**src/rtl/fht_sched_pkg.sv**
```systemverilog
// Shared types and index helpers for the FHT frame scheduler.
// A frame index maps to bank = idx[1:0] and bank address = idx >> 2.
package fht_sched_pkg;

  typedef enum logic [2:0] {
    IDLE,
    LOAD,
    START,
    RUN,
    UNLOAD
  } state_t;

  function automatic int unsigned frame_len(input int unsigned a_bit);
    return 32'd4 << a_bit;
  endfunction

  function automatic logic [1:0] idx_bank(input logic [31:0] idx);
    return idx[1:0];
  endfunction

  function automatic logic [31:0] idx_addr(input logic [31:0] idx);
    return idx >> 2;
  endfunction

endpackage

```
**src/rtl/fht_skid_fifo.sv**
```systemverilog
// Two-entry skid FIFO between the bank read port and the result stream.
// The head entry is never overwritten while it is presented, so output data holds under stall.
module fht_skid_fifo #(
  parameter int D_BIT = 16
) (
  input  logic             clk,
  input  logic             rst_n,
  input  logic [D_BIT-1:0] in_data,
  input  logic             in_valid,
  output logic             in_ready,
  output logic [D_BIT-1:0] out_data,
  output logic             out_valid,
  input  logic             out_ready,
  output logic [1:0]       count
);

  logic [D_BIT-1:0] mem [2];
  logic             wr_ptr;
  logic             rd_ptr;
  logic [1:0]       cnt;
  logic             push;
  logic             pop;

  assign in_ready  = (cnt != 2'd2);
  assign out_valid = (cnt != 2'd0);
  assign out_data  = mem[rd_ptr];
  assign count     = cnt;
  assign push      = in_valid & in_ready;
  assign pop       = out_valid & out_ready;

  always_ff @(posedge clk or negedge rst_n) begin
    if (!rst_n) begin
      mem[0] <= '0;
      mem[1] <= '0;
      wr_ptr <= 1'b0;
      rd_ptr <= 1'b0;
      cnt    <= 2'd0;
    end else begin
      if (push) begin
        mem[wr_ptr] <= in_data;
        wr_ptr      <= ~wr_ptr;
      end
      if (pop) begin
        rd_ptr <= ~rd_ptr;
      end
      case ({push, pop})
        2'b10:   cnt <= cnt + 2'd1;
        2'b01:   cnt <= cnt - 2'd1;
        default: cnt <= cnt;
      endcase
    end
  end

endmodule

```
**src/rtl/fht_frame_sched.sv**
```systemverilog
// Frame scheduler: loads N samples into the four banks, runs fht_control once,
// then streams the N results out in index order through a skid FIFO.
module fht_frame_sched
  import fht_sched_pkg::*;
#(
  parameter int A_BIT = 8,
  parameter int D_BIT = 16
) (
  input  logic             iCLK,
  input  logic             iRESET,
  input  logic             iEN,
  input  logic [D_BIT-1:0] iDATA,
  input  logic             iVALID,
  output logic             oREADY,
  output logic             oFHT_START,
  input  logic             iFHT_RDY,
  output logic             oSEL_HOST,
  output logic [A_BIT-1:0] oBANK_ADDR,
  output logic [3:0]       oBANK_WE,
  output logic [D_BIT-1:0] oBANK_WDATA,
  input  logic [D_BIT-1:0] iBANK_RDATA,
  output logic [1:0]       oBANK_SEL,
  output logic [D_BIT-1:0] oOUT_DATA,
  output logic             oOUT_VALID,
  input  logic             iOUT_READY,
  output logic             oBUSY,
  output logic             oFRAME_DONE
);

  localparam int CW = A_BIT + 2;
  localparam logic [CW-1:0] LAST_IDX = CW'(frame_len(A_BIT) - 1);

  state_t        state;
  logic [CW-1:0] cnt;
  logic [CW-1:0] cnt_nxt;
  logic [CW-1:0] out_cnt;
  logic          seen_busy;
  logic          rd_pend;
  logic          rd_done;
  logic          fifo_in_ready;
  logic [1:0]    fifo_count;
  logic          pop;
  logic          issue;
  logic [2:0]    free_slots;

  // A read may issue only if its data is guaranteed a FIFO slot when it lands
  // next cycle; counting this cycle's pop keeps a 1/cycle stream under ready.
  assign pop        = oOUT_VALID & iOUT_READY;
  assign free_slots = 3'd2 - {1'b0, fifo_count} + {2'b00, pop};
  assign issue      = (state == UNLOAD) && !rd_done && (fifo_in_ready || pop) &&
                      (free_slots > {2'b00, rd_pend});
  assign cnt_nxt    = cnt + CW'(1);

  fht_skid_fifo #(
    .D_BIT(D_BIT)
  ) u_skid (
    .clk      (iCLK),
    .rst_n    (iRESET),
    .in_data  (iBANK_RDATA),
    .in_valid (rd_pend),
    .in_ready (fifo_in_ready),
    .out_data (oOUT_DATA),
    .out_valid(oOUT_VALID),
    .out_ready(iOUT_READY),
    .count    (fifo_count)
  );

  always_ff @(posedge iCLK or negedge iRESET) begin
    if (!iRESET) begin
      state       <= IDLE;
      cnt         <= '0;
      out_cnt     <= '0;
      seen_busy   <= 1'b0;
      rd_pend     <= 1'b0;
      rd_done     <= 1'b0;
      oREADY      <= 1'b0;
      oFHT_START  <= 1'b0;
      oSEL_HOST   <= 1'b0;
      oBANK_ADDR  <= '0;
      oBANK_WE    <= '0;
      oBANK_WDATA <= '0;
      oBANK_SEL   <= '0;
      oBUSY       <= 1'b0;
      oFRAME_DONE <= 1'b0;
    end else begin
      oBANK_WE    <= '0;
      oFHT_START  <= 1'b0;
      oFRAME_DONE <= 1'b0;
      rd_pend     <= issue;
      case (state)
        IDLE: begin
          oSEL_HOST <= 1'b1;
          if (iEN) begin
            state  <= LOAD;
            cnt    <= '0;
            oREADY <= 1'b1;
            oBUSY  <= 1'b1;
          end
        end
        LOAD: begin
          if (iVALID && oREADY) begin
            oBANK_WE    <= 4'b0001 << idx_bank(32'(cnt));
            oBANK_ADDR  <= A_BIT'(idx_addr(32'(cnt)));
            oBANK_WDATA <= iDATA;
            if (cnt == LAST_IDX) begin
              state  <= START;
              cnt    <= '0;
              oREADY <= 1'b0;
            end else begin
              cnt <= cnt_nxt;
            end
          end
        end
        // Host keeps the banks through START so the final registered write lands.
        START: begin
          state      <= RUN;
          oFHT_START <= 1'b1;
          oSEL_HOST  <= 1'b0;
          seen_busy  <= 1'b0;
        end
        RUN: begin
          if (!iFHT_RDY) begin
            seen_busy <= 1'b1;
          end
          if (iFHT_RDY && seen_busy) begin
            state      <= UNLOAD;
            oSEL_HOST  <= 1'b1;
            cnt        <= '0;
            out_cnt    <= '0;
            rd_done    <= 1'b0;
            oBANK_ADDR <= '0;
            oBANK_SEL  <= '0;
          end
        end
        UNLOAD: begin
          if (issue) begin
            if (cnt == LAST_IDX) begin
              rd_done <= 1'b1;
            end else begin
              cnt        <= cnt_nxt;
              oBANK_ADDR <= A_BIT'(idx_addr(32'(cnt_nxt)));
              oBANK_SEL  <= idx_bank(32'(cnt_nxt));
            end
          end
          if (pop) begin
            if (out_cnt == LAST_IDX) begin
              state       <= IDLE;
              oFRAME_DONE <= 1'b1;
              oBUSY       <= 1'b0;
              out_cnt     <= '0;
              cnt         <= '0;
            end else begin
              out_cnt <= out_cnt + CW'(1);
            end
          end
        end
        default: state <= IDLE;
      endcase
    end
  end

endmodule

```
**config.mk**
```make
export PLATFORM = sky130hd
export DESIGN_NAME = fht_frame_sched
export DESIGN_NICKNAME = d
export VERILOG_FILES = /design/src/rtl/fht_sched_pkg.sv /design/src/rtl/fht_skid_fifo.sv /design/src/rtl/fht_frame_sched.sv
export SDC_FILE = /design/constraint.sdc
export NUM_CORES = 1
export LEC_CHECK = 0
export ABC_AREA = 1
export ABC_CLOCK_PERIOD_IN_PS = 3100
export BUFFER_PORTS_ARGS = -buffer_cell sky130_fd_sc_hd__buf_2
export CORE_AREA = 2 2 102 104
export CTS_CLUSTER_DIAMETER = 60
export DETAILED_ROUTE_END_ITERATION = 10
export DIE_AREA = 0 0 104 106
export PLACE_DENSITY_LB_ADDON = 0.25
export SLEW_MARGIN = 40
export SYNTH_ARGS = -nofsm -noshare
export SYNTH_HDL_FRONTEND = slang
export SYNTH_SLANG_ARGS = --single-unit
```
**constraint.sdc**
```tcl
create_clock -name iCLK -period 3.1 [get_ports iCLK]
set_input_delay 0.31 -clock iCLK [delete_from_list [all_inputs] [get_ports iCLK]]
set_output_delay 0.31 -clock iCLK [all_outputs]
set_load 0.02 [all_outputs]
```
==> metrics.txt <==
# TYPE chip_impl_metric gauge
chip_impl_metric{name="dieHeight",unit="um"} 106
chip_impl_info{name="unrepaired_setup_endpoints_after_global_routing",value="false"} 1
chip_impl_metric{name="timing.final.crit_period",unit="ps"} 2445
chip_impl_metric{name="detailedPlacementHpwl",unit="um"} 7823
chip_impl_metric{name="fin_crit_sh",unit="%"} 78.87
chip_impl_metric{name="seqPwrFrac",unit="%"} 37.3
chip_impl_metric{name="clock_latency_at_the_later_pin_of_the_worst_skew_pair",unit="ps"} 370
chip_impl_metric{name="cts_max_level",unit=""} 3
chip_impl_metric{name="drc",unit=""} 0
chip_impl_metric{name="power.density_cell_area",unit="mW/mm^2"} 906.0
chip_impl_metric{name="synthDominantCellAreaShare",unit="%"} 49.77
chip_impl_metric{name="io-pin-count",unit=""} 90
chip_impl_metric{name="grt_pass1_vias",unit=""} 4151
chip_impl_info{name="synth.area.top_cells",value="sky130_fd_sc_hd__dfrtp_1, sky130_fd_sc_hd__nand2_1, sky130_fd_sc_hd__o21ai_0, sky130_fd_sc_hd__inv_1, sky130_fd_sc_hd__nand3_1"} 1
chip_impl_metric{name="cts.sinks",unit=""} 97
chip_impl_metric{name="cts-root-to-sink-buffers",unit=""} 2
chip_impl_metric{name="synthAdderAreaFrac",unit="%"} 2.565
chip_impl_metric{name="synth-xor-area-share",unit="%"} 1.257
chip_impl_metric{name="row_count",unit=""} 37
chip_impl_metric{name="totalPowerFinal",unit="mW"} 5.143
chip_impl_metric{name="syn-instance-count",unit=""} 628
chip_impl_info{name="crit_path_end_kind",value="flop"} 1
chip_impl_metric{name="worst_ep_arrival_time",unit="ps"} 2710
chip_impl_metric{name="cts_repair_resize_count",unit=""} 0
chip_impl_metric{name="finalHoldWorstSlack",unit="ps"} 133.8
chip_impl_metric{name="internal-power",unit="mW"} 2.888
chip_impl_info{name="cp-start-kind",value="flop"} 1
chip_impl_metric{name="cts_made_buffers",unit=""} 9
chip_impl_metric{name="clk_transition_reported_paths",unit="ps"} 100
chip_impl_metric{name="synth-compound-area-share",unit="%"} 7.158
chip_impl_metric{name="place.gp.congestion",unit=""} 0.8901
chip_impl_metric{name="synth_sequential_area_ratio",unit="%"} 49.77
chip_impl_metric{name="grt_pass1_wl",unit="um"} 19040
chip_impl_metric{name="grt_start_max_net_pins",unit=""} 42
chip_impl_metric{name="worst-path-max-fanout",unit=""} 8
chip_impl_metric{name="report.final.slew_viol_count",unit=""} 0
chip_impl_metric{name="die-width",unit="um"} 104
chip_impl_metric{name="port_buffers",unit=""} 89
chip_impl_info{name="tritoncts",value="done"} 1
chip_impl_metric{name="core_ar",unit="sq mm"} 0.01000
chip_impl_metric{name="syn_area_per_cell",unit="sq um"} 7.766
chip_impl_info{name="crit_path_cell_trace",value="inv_1 > nand2_1 > nand2_2 > ha_1 > ha_1 > inv_1 > nor2_1 > o21ai_0 > nand2_4 > nand2_2 > nand4_2 > nand2_1 > nand2_1"} 1
chip_impl_metric{name="number_of_nets_produced_by_synthesis",unit=""} 676
chip_impl_metric{name="least_margin_pin_slew",unit="ps"} 580.2
chip_impl_metric{name="wire_per_inst",unit="um"} 12.79
chip_impl_metric{name="antenna_found_initial",unit=""} 1
chip_impl_metric{name="finalInstanceArea",unit="sq mm"} 0.005677
chip_impl_info{name="synthFlopType",value="sky130_fd_sc_hd__dfrtp_1"} 1
chip_impl_metric{name="achievable-frequency",unit="MHz"} 409.0
chip_impl_metric{name="setup_viol_count_final",unit=""} 0
chip_impl_metric{name="nets",unit=""} 766
chip_impl_info{name="status",value="finished, final reports clean"} 1
chip_impl_info{name="critical_path.slowest_cell",value="sky130_fd_sc_hd__dfrtp_1"} 1
chip_impl_metric{name="total_switching_power",unit="mW"} 2.255
chip_impl_metric{name="gr-total-overflow",unit=""} 0
chip_impl_metric{name="maxCapViolations",unit=""} 0
chip_impl_info{name="clockRootBuffer",value="sky130_fd_sc_hd__clkbuf_8"} 1
chip_impl_metric{name="drive_gt1_share",unit="%"} 19.36
chip_impl_metric{name="synth_simple_gate_area_share",unit="%"} 32.38
chip_impl_metric{name="clock_power_share",unit="%"} 18.2
chip_impl_metric{name="cpPeakStageDelay",unit="ps"} 430
chip_impl_info{name="critical_setup_path_class",value="reg -> reg"} 1
chip_impl_info{name="synthDominantAreaCellType",value="sky130_fd_sc_hd__dfrtp_1"} 1
chip_impl_metric{name="floorplan.die_area",unit="sq mm"} 0.01102
chip_impl_metric{name="crit_required",unit="ps"} 3360
chip_impl_metric{name="synth-warning-count",unit=""} 0
chip_impl_info{name="synth_top_family_by_area",value="simple AND/OR/NAND/NOR gates"} 1
chip_impl_metric{name="power.leakage",unit="nW"} 3.269
chip_impl_metric{name="first_iter_violations",unit=""} 215
chip_impl_metric{name="peakVddDrop",unit="mV"} 0.3407
chip_impl_info{name="hp-class",value="in -> reg"} 1
chip_impl_metric{name="swShare",unit="%"} 43.85
chip_impl_metric{name="synthMuxAreaShare",unit="%"} 0
chip_impl_metric{name="fin_tns_setup",unit="ps"} 0
chip_impl_metric{name="num_antenna_cells",unit=""} 0
chip_impl_metric{name="antenna_violating_nets_post_route",unit=""} 0
chip_impl_metric{name="grt_use_total",unit="%"} 21.36
chip_impl_metric{name="fin_worst_skew",unit="ps"} 9.509
chip_impl_metric{name="routed-via-count",unit=""} 4248
chip_impl_metric{name="routed_wirelength",unit="um"} 10980
chip_impl_metric{name="async_flop_share",unit="%"} 100.0
chip_impl_metric{name="postPlaceCellArea",unit="sq mm"} 0.005440
chip_impl_metric{name="post_drt_via_cell_ratio",unit=""} 4.945
chip_impl_metric{name="floorplan.initialDensity",unit="%"} 48.77
chip_impl_metric{name="p_comb_share",unit="%"} 44.6
chip_impl_info{name="critPathMostFrequentCell",value="sky130_fd_sc_hd__nand2_1"} 1
chip_impl_metric{name="final.fill_count",unit=""} 985
chip_impl_metric{name="ys_seq_elements",unit=""} 97
chip_impl_metric{name="slew-limit-headroom",unit="%"} 61.08
chip_impl_metric{name="final_number_of_hold_violating_endpoints",unit=""} 0
chip_impl_metric{name="synth_edf_count",unit=""} 0
chip_impl_metric{name="areaGrowthSynthToFinish",unit="%"} 16.39
chip_impl_metric{name="syn-cell-area",unit="sq mm"} 0.004877
chip_impl_metric{name="first_pass_iters",unit=""} 5
chip_impl_metric{name="synth.distinct_cells",unit=""} 37
-- power groups by stage --
| stage | registers [mW] | clock network [mW] | logic (mW) |
|---|---|---|---|
| 2_1_floorplan | 1.92 | 0 | 1.64 |
| 3_3_place_gp | 1.92 | 0 | 2.21 |
| 3_5_place_dp | 1.93 | 0 | 2.29 |
| 4_1_cts | 1.91 | 0.959 | 2.30 |
| 5_1_grt | 1.97 | 1.01 | 2.63 |
| 6_report | 1.92 | 0.935 | 2.29 |
-- worst max-delay path, delay by kind of cell, from the launching register on --
family / cells / cell delay, ps
buffers and inverters: 2 / 120
flip-flops: 1 / 430
AND/OR/NAND/NOR: 8 / 850
AO/OA/AOI/OAI: 1 / 340
adder cells (fa/ha/maj): 2 / 570
-- cells in the mapped netlist (4+ instances only) --
library cell               instances
sky130_fd_sc_hd__nand2_1         275
sky130_fd_sc_hd__dfrtp_1          97
sky130_fd_sc_hd__inv_1            54
sky130_fd_sc_hd__o21ai_0          54
sky130_fd_sc_hd__nor2_1           30
sky130_fd_sc_hd__nand3_1          29
sky130_fd_sc_hd__ha_1             10
sky130_fd_sc_hd__clkbuf_1          7
sky130_fd_sc_hd__a21oi_1           6
sky130_fd_sc_hd__nand2_2           6
sky130_fd_sc_hd__nand4_1           6
sky130_fd_sc_hd__inv_2             5
sky130_fd_sc_hd__nor2_2            5
sky130_fd_sc_hd__xor2_1            5
sky130_fd_sc_hd__buf_2             4
sky130_fd_sc_hd__nor2_4            4
-- placed cells by master, fill, tap and decap left out, drive strengths merged --
cell type / n
dlygate4sd3: 1
clkbuf: 11
a21o: 1
dfrtp: 97
a2bb2oi: 1
xor2: 5
nand4: 7
or2: 1
a21oi: 6
bufinv: 2
buf: 94
ha: 10
nor3: 2
inv: 63
o21ai: 56
nand3b: 2
xnor2: 2
o22ai: 3
clkinvlp: 1
and2: 2
nand3: 31
clkinv: 1
nand2: 284
nor2: 40
-- worst paths after layout --
path | slack (ps) | cells after the start | endpoint | from
setup / recovery | 660 | 13 | oBANK_ADDR[6] | u_skid.count[0]
hold / removal | 130 | 3 | oBANK_WDATA[15] | iDATA[15]
setup reg to reg | 660 | 13 | oBANK_ADDR[6] | u_skid.count[0]
hold reg to reg | 470 | 2 | oBANK_WDATA[10] | oBANK_WDATA[10]
max in group asynchronous | 1860 | 3 | cnt[6] | iRESET
min in group asynchronous | 450 | 2 | oBANK_WDATA[12] | iRESET
-- per-stage QoR --
| step | setup slack [ps] | utilization (%) | cells |
|---|---|---|---|
| 3_3_place_gp | 778.2 | 54.40 | 842 |
| 3_5_place_dp | 659.9 | 54.40 | 842 |
| 2_1_floorplan | 768.9 | - | 628 |
| 6_report | 655.1 | 56.77 | 859 |
| 4_1_cts | 649.0 | 56.77 | 859 |
| 5_1_grt | 374.4 | 56.77 | 859 |
-- layout make-up --
| type | instances | area (sq um) | area share, % |
|---|---|---|---|
| inverters | 62 | 242.7 | 4.276 |
| multi-input cells | 453 | 2115 | 37.25 |
| clock inverters | 5 | 85.08 | 1.499 |
| well taps | 136 | 170.2 | 2.998 |
| flip-flops and latches | 97 | 2427 | 42.76 |
| repair buffers | 95 | 495.5 | 8.728 |
| clock buffers | 11 | 141.4 | 2.491 |
-- routing by layer --
metal,vias up,GRT usage [%],wire length (um)
met5,-,0,0
met4,0,9.363,233
met3,20,3.372,557
met2,119,35.39,5235
met1,1971,27.94,4957
li1,2138,-,-
-- repair_timing --
item / CTS / global route
hold buffers: 1 / 0
hold endpoints to repair: 39 / 0
buffers inserted: 0 / 0
-- registers in the layout, indices dropped and copies added, names as in the netlist, 2 cells and up --
signal,count
oBANK_SEL,2
cnt,10
oBANK_WE,4
out_cnt,10
state,3
oBANK_WDATA,16
u_skid.mem,32
u_skid.count,2
oBANK_ADDR,8
-- kinds of logic (layout without fill, tap and decap cells) --
| kind of cell | count (synthesis) | count (layout) |
|---|---|---|
| buffers and inverters | 78 | 173 |
| xor gates and xnor gates | 7 | 7 |
| and+or+nand+nor | 369 | 369 |
| adders and majority gates | 10 | 10 |
| DFF | 97 | 97 |
| AOI/OAI and AO/OA | 67 | 67 |
Power figures use the tool's default switching activity.
